==> config.mk <==
export PLATFORM = sky130hd
export DESIGN_NAME = vga_timing_gen
export DESIGN_NICKNAME = d
export VERILOG_FILES = /design/src/rtl/vga_timing_gen.sv
export SDC_FILE = /design/constraint.sdc
export NUM_CORES = 1
export LEC_CHECK = 0
export CAP_MARGIN = 20
export CORE_MARGIN = 2
export CORE_UTILIZATION = 35
export CTS_BUF_LIST = sky130_fd_sc_hd__clkbuf_16
export CTS_CLUSTER_SIZE = 12
export DETAILED_ROUTE_END_ITERATION = 8
export PLACE_DENSITY = 0.65
export RECOVER_POWER = 100
export SLEW_MARGIN = 5
export SYNTH_ARGS = -nofsm -noshare
export SYNTH_HDL_FRONTEND = slang
export SYNTH_SLANG_ARGS = --single-unit
==> constraint.sdc <==
create_clock -name clk_i -period 2.2 [get_ports clk_i]
set_input_delay 0.55 -clock clk_i [delete_from_list [all_inputs] [get_ports clk_i]]
set_output_delay 0.55 -clock clk_i [all_outputs]
set_load 0.02 [all_outputs]
==> src/rtl/vga_timing_gen.sv <==
// rtl/vga_timing_gen.sv - VGA sync/position generator with pixel-clock divider.
// Outputs are registered from the pre-advance counters on each pixel tick.
module vga_timing_gen #(
    parameter int H_RES  = 640,
    parameter int V_RES  = 480,
    parameter int H_FP   = 16,
    parameter int H_SYNC = 96,
    parameter int H_BP   = 48,
    parameter int V_FP   = 10,
    parameter int V_SYNC = 2,
    parameter int V_BP   = 33,
    parameter int PX_DIV = 2,
    localparam int H_TOTAL = H_RES + H_FP + H_SYNC + H_BP,
    localparam int V_TOTAL = V_RES + V_FP + V_SYNC + V_BP,
    localparam int HS_W    = $clog2(H_TOTAL + 1),
    localparam int VS_W    = $clog2(V_TOTAL + 1)
) (
    input  logic            clk_i,
    input  logic            rst_i,
    output logic            hsync_o,
    output logic            vsync_o,
    output logic [HS_W-1:0] x_o,
    output logic [VS_W-1:0] y_o,
    output logic            visible_o,
    output logic            px_tick_o,
    output logic            frame_start_o
);

    localparam int PX_W = (PX_DIV > 1) ? $clog2(PX_DIV) : 1;

    localparam logic [PX_W-1:0] PX_LAST  = PX_W'(PX_DIV - 1);
    localparam logic [HS_W-1:0] H_LAST   = HS_W'(H_TOTAL - 1);
    localparam logic [HS_W-1:0] H_VIS    = HS_W'(H_RES);
    localparam logic [HS_W-1:0] HS_START = HS_W'(H_RES + H_FP);
    localparam logic [HS_W-1:0] HS_END   = HS_W'(H_RES + H_FP + H_SYNC);
    localparam logic [VS_W-1:0] V_LAST   = VS_W'(V_TOTAL - 1);
    localparam logic [VS_W-1:0] V_VIS    = VS_W'(V_RES);
    localparam logic [VS_W-1:0] VS_START = VS_W'(V_RES + V_FP);
    localparam logic [VS_W-1:0] VS_END   = VS_W'(V_RES + V_FP + V_SYNC);

    logic [PX_W-1:0] r_px_cnt;
    logic [HS_W-1:0] r_h_cnt;
    logic [VS_W-1:0] r_v_cnt;

    logic w_tick;
    logic w_h_wrap;
    logic w_v_wrap;
    logic w_origin;

    assign w_tick   = (r_px_cnt == PX_LAST);
    assign w_h_wrap = (r_h_cnt == H_LAST);
    assign w_v_wrap = (r_v_cnt == V_LAST);
    assign w_origin = (r_h_cnt == '0) && (r_v_cnt == '0);

    always_ff @(posedge clk_i) begin
        if (rst_i) begin
            r_px_cnt      <= '0;
            r_h_cnt       <= '0;
            r_v_cnt       <= '0;
            x_o           <= '0;
            y_o           <= '0;
            hsync_o       <= 1'b1;
            vsync_o       <= 1'b1;
            visible_o     <= 1'b0;
            px_tick_o     <= 1'b0;
            frame_start_o <= 1'b0;
        end else begin
            px_tick_o     <= w_tick;
            frame_start_o <= w_tick && w_origin;
            r_px_cnt      <= w_tick ? '0 : r_px_cnt + 1'b1;
            if (w_tick) begin
                // Position outputs trail the counters by one tick.
                x_o       <= r_h_cnt;
                y_o       <= r_v_cnt;
                hsync_o   <= !((r_h_cnt >= HS_START) && (r_h_cnt < HS_END));
                vsync_o   <= !((r_v_cnt >= VS_START) && (r_v_cnt < VS_END));
                visible_o <= (r_h_cnt < H_VIS) && (r_v_cnt < V_VIS);
                r_h_cnt   <= w_h_wrap ? '0 : r_h_cnt + 1'b1;
                if (w_h_wrap) begin
                    r_v_cnt <= w_v_wrap ? '0 : r_v_cnt + 1'b1;
                end
            end
        end
    end

endmodule
==> results of run 1 <==
## state kept, by name, summed over array words and instances (netlist names)
register,flops
r_h_cnt,10
r_v_cnt,10
x_o,10
y_o,10
frame_start_o,1
hsync_o,1
px_tick_o,1
r_px_cnt,1
visible_o,1
vsync_o,1
## synthesized netlist by cell type
| library cell | n | area, um2 |
|---|---|---|
| nand2_1 | 9 | 33.8 |
| nand4b_1 | 1 | 8.76 |
| or4_4 | 1 | 11.3 |
| xor2_1 | 4 | 35.0 |
| buf_6 | 2 | 22.5 |
| o31ai_1 | 1 | 7.51 |
| a21oi_2 | 1 | 8.76 |
| nand3_4 | 1 | 17.5 |
| o41ai_1 | 1 | 8.76 |
| inv_1 | 9 | 33.8 |
| o221ai_1 | 1 | 8.76 |
| clkbuf_1 | 4 | 15.0 |
| nor3_1 | 14 | 70.1 |
| nand3_1 | 11 | 55.1 |
| nand4_1 | 8 | 50.1 |
| and4bb_2 | 1 | 12.5 |
| nor2b_1 | 1 | 6.26 |
| ha_1 | 5 | 62.6 |
| and3_1 | 5 | 31.3 |
| nor4_1 | 4 | 25.0 |
| nand4bb_1 | 1 | 11.3 |
| nor2_1 | 36 | 135 |
| o21ai_1 | 1 | 5.00 |
| nor3b_1 | 1 | 7.51 |
| nor4_4 | 1 | 21.3 |
| mux2i_1 | 22 | 220 |
| and4b_2 | 1 | 11.3 |
| a21oi_1 | 6 | 30.0 |
| nor4b_1 | 2 | 17.5 |
| xnor2_1 | 8 | 70.1 |
| buf_1 | 3 | 11.3 |
| dfxtp_1 | 46 | 921 |
| o21a_1 | 1 | 7.51 |
| nand2b_1 | 3 | 18.8 |
| a31oi_1 | 1 | 6.26 |
| buf_2 | 9 | 45.0 |
| and2_1 | 1 | 6.26 |
## layout make-up
type | instances | share of cell area (%)
inverter | 9 | 1.35
clock inverter | 3 | 1.80
multi-input combinational | 154 | 40.2
sequential | 46 | 36.7
clock buffer | 5 | 4.99
tap | 75 | 3.74
timing repair buffer | 29 | 11.2
## critical path, cell delays in order
cell,delay (ps)
dlygate4sd3_1,580
clkbuf_2,610
nor2_1,110
nand2_1,100
o41ai_1,70
## per-layer routing
layer / up-vias / part of all wire, %
met5: - / 0
met4: 0 / 1.2
met3: 5 / 3.7
met2: 29 / 47
met1: 732 / 48
li1: 817 / -
## cells in the final DEF (no fill, tap or decap), types with 3 or more instances in the layout
master         instances
inv_1                  9
dfxtp_1               46
mux2i_1               22
dlygate4sd3_1         26
clkbuf_16              5
nand2b_1               3
xor2_1                 4
ha_1                   5
nor2_1                36
nor4_1                 4
and3_1                 5
nand3_1               11
a21oi_1                6
xnor2_1                8
nor3_1                14
nand4_1                8
nand2_1                9
## power groups by stage
stage | combinational, mW | sequential, mW | clock (mW)
after global placement | 0.0815 | 0.867 | 0
after detailed placement | 0.0812 | 0.867 | 0
after CTS | 0.0819 | 0.848 | 0.864
final | 0.0778 | 0.848 | 0.851
after floorplan | 0.0506 | 0.871 | 0
after global routing | 0.0854 | 0.849 | 0.904
## path summary, 6_finish.rpt
| check | endpoint | cells after the start |
|---|---|---|
| max | visible_o | 5 |
| min | visible_o | 2 |
| max reg2reg | r_v_cnt[7] | 4 |
| min reg2reg | visible_o | 2 |
## per-stage QoR
step	total power, mW	util, %	area, um2
floorplan	0.922	-	2070
global placement	0.948	40.4	2350
detailed placement	0.948	40.4	2350
CTS	1.79	43.4	2520
global route	1.84	43.1	2510
finish	1.78	43.1	2510
## cell families after synthesis
group | Yosys count
xor+xnor | 12
flops | 46
buf+inv | 27
compound gates | 13
fa+ha+maj | 5
mux | 22
simple gates | 102
==> results.toml, run 1 <==
[outcome]
outcome = "finished clean"

[finish]
final_cells = 321
regArea_um2 = 921
diodes = 0
multiInputGateArea_um2 = 1010
fill_cells = 612
layout-drive-gt1-share_pct = 6.50
fin_nets = 252
area_growth_syn_to_layout_pct = 21.2

[critical_path]
cp-end-kind = "flop"
path_class = "primary input to flop"
r2r-start = "r_h_cnt[2]"
critPathLaunch = "rst_i"
cp.required_ps = 2370
worstPathMaxFanout = 37
arrival_ps = 2040
worst_setup_path_start_kind = "primary input"
r2r_slack_ps = 380

[hold_path]
min_from = "visible_o"
hold_path.class = "flop to flop"

[timing]
holdWs_ps = 471
hold_viol = 0
period_minus_slack_ps = 1880
setup_slack_ps = 324
skew_ps = 3.94
worst_pin_slew_ps = 763
setup_viol = 0
maxSlewHeadroom_pct = 49.1
setup_tns_ps = 0
rsz0062_at_grt = "no"
min_period_over_period_pct = 85.3
slew_violations = 0
clock.fmax_ghz = 0.533

[synth]
syn-num-nets = 234
synth-compound-area-share_pct = 3.99
yosys.cell_types.count = 37
synth_mux_area_share_pct = 10.6
ys_ff_latch = 46
yosys.area_share.simple_pct = 26.6
synthCells = 227
syn_area_um2 = 2070
syn-mean-instance-area_um2 = 9.12
seq_area_frac_synth_pct = 44.5
synth_fa_ha_area_share_pct = 3.02
synth_top_family_by_area = "simple AND/OR/NAND/NOR gates"
synth-xor-area-share_pct = 5.08
yosys_warnings = 0

[floorplan]
row_count = 28
ios = 27
die_area_um2 = 6540
initial_core_util_pct = 35.6
fp.dieW_um = 80.9
die_y_um = 80.9
core_um2 = 5820

[global_route]
grt_usage_pct = 14.2
grt_pass1_vias = 1550
antenna_found_initial = 0
busiest_layer = "met2"
grt_max_degree = 38
gr-total-overflow = 0
grt_pass1_wl_um = 7300
grtUsageMet2_pct = 21.7
use_met3_pct = 3.22
gr-usage-met1_pct = 19.5

[pwr]
ir_worst_vdd_mv = 0.640
p_leak_nw = 0.953
swShare_pct = 20.8
powerDensity_nw_per_um2 = 709
combPwrFrac_pct = 4.4
power.switching_mw = 0.370
power_frac_seq_pct = 47.7
clock_power_share_pct = 47.9
power.internal_mw = 1.41

[cts]
clk-insertion-delay-late_ps = 290
postCtsSetupRepairBufs = 0
cts_tree = "yes"
htreeDepth = 2
cts_resized = 0
cts_root_buf = "clkbuf_16"
cts-buffers-inserted = 5
clk_pin_slew_worst_paths_ps = 60
clock_path_buffers = 2
holdBufCountCts = 0
clock_sinks = 46

[placed_design]
io_buffer_count = 26
gp_congestion = 0.816
dpl_worst_slack_ps = 371
hpwl_um = 2980
placed_cells = 313

[drt]
wirelength_um = 4270
detail-route-antenna-nets = 0
route.detailed.drc = 0
vias = 1583
drtIter0Drc = 100
vias_per_cell = 4.93
wire_per_inst_um = 13.3
dr.pass1.iters = 4

[flow_run]
maxCapViolCount = 0
Power figures use the tool's default switching activity.
==> run 2, diff against run 1 <==
--- a/config.mk
+++ b/config.mk
@@ -8,2 +8,4 @@
 export CAP_MARGIN = 20
+export CELL_PAD_IN_SITES_DETAIL_PLACEMENT = 0
+export CELL_PAD_IN_SITES_GLOBAL_PLACEMENT = 1
 export CORE_MARGIN = 2
@@ -13,3 +15,3 @@
 export DETAILED_ROUTE_END_ITERATION = 8
-export PLACE_DENSITY = 0.65
+export PLACE_DENSITY = 0.78
 export RECOVER_POWER = 100
--- a/constraint.sdc
+++ b/constraint.sdc
@@ -3,2 +3,2 @@
 set_output_delay 0.55 -clock clk_i [all_outputs]
-set_load 0.02 [all_outputs]
+set_load 0.05 [all_outputs]
==> run 2 against run 1 <==
Cell area grew 0.15%. Combinational power is 16% higher. Via count increased by 0.44%. Non-clock buffer count rose by 2. Largest cell class unchanged.
==> results.toml, run 2 (synthesis results as in run 1) <==
[timing]
slew_violations = 0
setup_slack_ps = 156
skew_ps = 3.82
worst_pin_slew_ps = 583
hold_viol = 0
period_minus_slack_ps = 2040
setup_tns_ps = 0
maxSlewHeadroom_pct = 61.1
setup_viol = 0
rsz0062_at_grt = "no"
min_period_over_period_pct = 92.9
clock.fmax_ghz = 0.489

[drt]
wirelength_um = 4390
route.detailed.drc = 0
dr.pass1.iters = 4
wire_per_inst_um = 13.6
drtIter0Drc = 97
detail-route-antenna-nets = 0
vias_per_cell = 4.94
vias = 1590

[finish]
final_common_cell = "dfxtp_1"
fin_nets = 254
final_cell_mix = "dfxtp_1, nor2_1, dlygate4sd3_1"
area_growth_syn_to_layout_pct = 21.3
diodes = 0
design_area_um2 = 2510
layout-drive-gt1-share_pct = 6.48

[global_route]
grt_max_degree = 24
grt_pass1_wl_um = 7290
grt_pass1_vias = 1427
antenna_found_initial = 0
grt_usage_pct = 14.5
gr-total-overflow = 0

[critical_path]
r2r_slack_ps = 300
path_class = "flop to primary output"
worstPathMaxFanout = 2
r2r-start = "r_h_cnt[0]"
slowest_stage = "dlygate4sd3_1"
cp-end-kind = "primary output"
timing.rr.end = "r_v_cnt[8]"
arrival_ps = 1490
worstPathCellList = "dlygate4sd3_1"
crit_path_max_incr_delay_ps = 870
crit_buf_inv = 1
critPathTopFamily = "buffers and inverters"
cp.required_ps = 1650
worst_setup_path_start_kind = "flop"
ff2ff_path_depth = 5

[pwr]
powerDensity_nw_per_um2 = 696
p_leak_nw = 0.960
ir_worst_vdd_mv = 0.370

[flow_run]
maxCapViolCount = 0

[floorplan]
core_um2 = 5820
row_count = 28
initial_core_util_pct = 35.6
ios = 27
fp.dieW_um = 80.9
die_y_um = 80.9
die_area_um2 = 6540

[cts]
clk_pin_slew_worst_paths_ps = 60
clock_path_buffers = 2
holdBufCountCts = 0
cts_tree = "yes"
cts_root_buf = "clkbuf_16"
htreeDepth = 2
cts_resized = 0
postCtsSetupRepairBufs = 0
clk-insertion-delay-late_ps = 280
clock_sinks = 46
cts-buffers-inserted = 5

[hold_path]
hold_path.class = "flop to flop"
min_from = "visible_o"
hold_end = "visible_o"
min_path_cells = 2

[placed_design]
gp_congestion = 0.846
dpl_worst_slack_ps = 398
placed_area_um2 = 2370
io_buffer_count = 26
hpwl_um = 3030

[outcome]
outcome = "finished clean"
## run 2: changes by cell type in the layout (fill, tap and decap cells not counted)
cell and change:
and2_1 -1, or4_1 -1, and2_0 +1, buf_4 +1
clkbuf_1 +1, clkinvlp_4 -2, or4_4 +1, clkinv_1 +1
## run 2: metal layers
layer | global-route usage (%) | wire length [um] | up-vias
met3 | 3.44 | 202 | 2
met4 | 5.08 | 40 | 0
met2 | 21.3 | 1850 | 36
li1 | - | - | 813
met5 | 0 | 0 | -
met1 | 20.6 | 2290 | 739
## run 2: through the flow
step                      total power, mW  hold slack [ps]  instances  util (%)
final                                1.75              465        322      43.2
after floorplan                     0.933              474        227         -
after CTS                            1.77              478        322      43.4
after global placement              0.960              445        315      40.7
after global routing                 1.82              503        322      43.2
after detailed placement            0.961              469        315      40.7
## run 2: report_power, final
group | internal [mW] | switching [mW] | total (mW) | leakage, nW
logic | 0.0307 | 0.0594 | 0.0901 | 0.511
registers | 0.842 | 0.00663 | 0.848 | 0.372
clock network | 0.525 | 0.285 | 0.810 | 0.0773
## run 2: area by class of cell
cell class                 count  area, um2
sequential                    46        921
clock buffer                   5        125
timing repair buffer          31        292
inverter                       9       33.8
tap                           75       93.8
multi-input combinational    154       1010
fill                         601       3300
clock inverter                 2       33.8
## run 2: worst max path at each step
stage	startpoint	slack [ps]	cells past startpoint	to
floorplan	r_h_cnt[0]	570	5	r_v_cnt[8]
global placement	rst_i	460	5	frame_start_o
detailed placement	rst_i	400	5	frame_start_o
CTS	x_o[8]	200	1	x_o[8]
global route	x_o[8]	100	1	x_o[8]
finish	x_o[8]	160	1	x_o[8]
## run 2: worst min-delay path, cell delays in order (launching register included)
cell     delay [ps]
dfxtp_1         310
nand2_1          50
o41ai_1          60
==> run 3, diff against run 2 <==
==> constraint.sdc (replaced) <==
create_clock -name clk_i -period 2.2 [get_ports clk_i]
set_input_delay 0.44 -clock clk_i [delete_from_list [all_inputs] [get_ports clk_i]]
set_output_delay 0.44 -clock clk_i [all_outputs]
set_load 0.05 [all_outputs]
==> run 3 against run 2 <==
Sequential share of layout area fell by 0.15 points. Hold slack got worse by 11 ps. Sequential cell count did not move. Total power rose by 0.81%. Non-clock buffer count fell by 1. Critical path type unchanged. Largest cell class unchanged. Sequential power barely moved. Global-route usage fell by 0.48 points. Register-to-register slack improved by 50 ps. Critical endpoint is now x_o[1]. Clock power rose by 2%. Largest power group unchanged. Critical path depth did not move.
==> results.toml, run 3 (synthesis results as in run 1) <==
[timing]
setup_tns_ps = 0
slew_violations = 0
rsz0062_at_grt = "no"
clock.fmax_ghz = 0.518
skew_ps = 3.84
setup_viol = 0
holdWs_ps = 454
hold_viol = 0
min_period_over_period_pct = 87.7
maxSlewHeadroom_pct = 60.9
worst_pin_slew_ps = 586
period_minus_slack_ps = 1930

[global_route]
grtUsageMet2_pct = 20.3
busiest_layer = "met1"
grt_pass1_wl_um = 7140
use_met3_pct = 2.67
grt_max_degree = 33
grt_pass1_vias = 1414
gr-usage-met1_pct = 21.0
grt_usage_pct = 14.0
antenna_found_initial = 0
gr-total-overflow = 0

[drt]
detail-route-antenna-nets = 0
wirelength_um = 4290
vias_per_cell = 4.95
drtIter0Drc = 73
wire_per_inst_um = 13.3
route.detailed.drc = 0
vias = 1594
dr.pass1.iters = 4

[critical_path]
cp.required_ps = 1760
cp-end-kind = "primary output"
worstPathMaxFanout = 2
crit_buf_inv = 1
critPathTopFamily = "buffers and inverters"
r2r-start = "r_h_cnt[0]"
crit_path_max_incr_delay_ps = 880
path_class = "flop to primary output"
worstPathCellList = "dlygate4sd3_1"
arrival_ps = 1490
slowest_stage = "dlygate4sd3_1"
worst_setup_path_start_kind = "flop"
critPathLaunch = "x_o[1]"

[finish]
area_growth_syn_to_layout_pct = 21.8
final_cell_mix = "dfxtp_1, nor2_1, dlygate4sd3_1"
fin_util_pct = 43.4
final_common_cell = "dfxtp_1"
fin_nets = 253
diodes = 0
layout-drive-gt1-share_pct = 5.67
design_area_um2 = 2520
fill_cells = 605

[pwr]
p_leak_nw = 0.970
powerDensity_nw_per_um2 = 699
ir_worst_vdd_mv = 0.461

[placed_design]
placed_area_um2 = 2370
hpwl_um = 3000
io_buffer_count = 26
gp_congestion = 0.871

[cts]
cts-buffers-inserted = 5
holdBufCountCts = 0
cts_root_buf = "clkbuf_16"
clk_pin_slew_worst_paths_ps = 60
clock_sinks = 46
cts_resized = 0
postCtsSetupRepairBufs = 0
clk-insertion-delay-late_ps = 280
cts_tree = "yes"
clock_path_buffers = 2
htreeDepth = 2

[floorplan]
die_y_um = 80.9
initial_core_util_pct = 35.6
die_area_um2 = 6540
ios = 27
row_count = 28
core_um2 = 5820
fp.dieW_um = 80.9

[hold_path]
min_from = "visible_o"
hold_path.class = "flop to flop"

[outcome]
outcome = "finished clean"

[flow_run]
maxCapViolCount = 0
-- run 3: layer usage --
layer | vias up | routed length, um
met1 | 729 | 2140
met5 | - | 0
met4 | 0 | 43
met3 | 4 | 249
li1 | 817 | -
met2 | 44 | 1860
-- run 3: stage by stage --
stage,setup WS (ps),instances,power (mW)
2_1_floorplan,574,227,0.933
3_3_place_gp,475,314,0.962
3_5_place_dp,427,314,0.962
4_1_cts,323,322,1.79
5_1_grt,187,322,1.83
6_report,270,322,1.76
-- run 3: final cells by class --
type / instances / area [um2] / share of cell area (%)
well taps: 75 / 93.8 / 3.72
clock inverters: 3 / 37.5 / 1.49
multi-input cells: 154 / 1010 / 40.1
repair buffers: 30 / 299 / 11.9
flip-flops and latches: 46 / 921 / 36.5
inverters: 9 / 33.8 / 1.34
clock buffers: 5 / 125 / 4.96
-- run 3: power breakdown --
part / switching, mW / internal, mW
Clock: 0.296 / 0.527
Sequential: 0.00657 / 0.841
Combinational: 0.0586 / 0.0327
Total: 0.361 / 1.40
-- run 3: worst paths after layout --
| kind | cells past startpoint | endpoint | slack (ps) |
|---|---|---|---|
| setup / recovery | 1 | x_o[1] | 270 |
| hold / removal | 2 | visible_o | 450 |
| setup reg to reg | 5 | r_v_cnt[8] | 350 |
| hold reg to reg | 2 | visible_o | 450 |
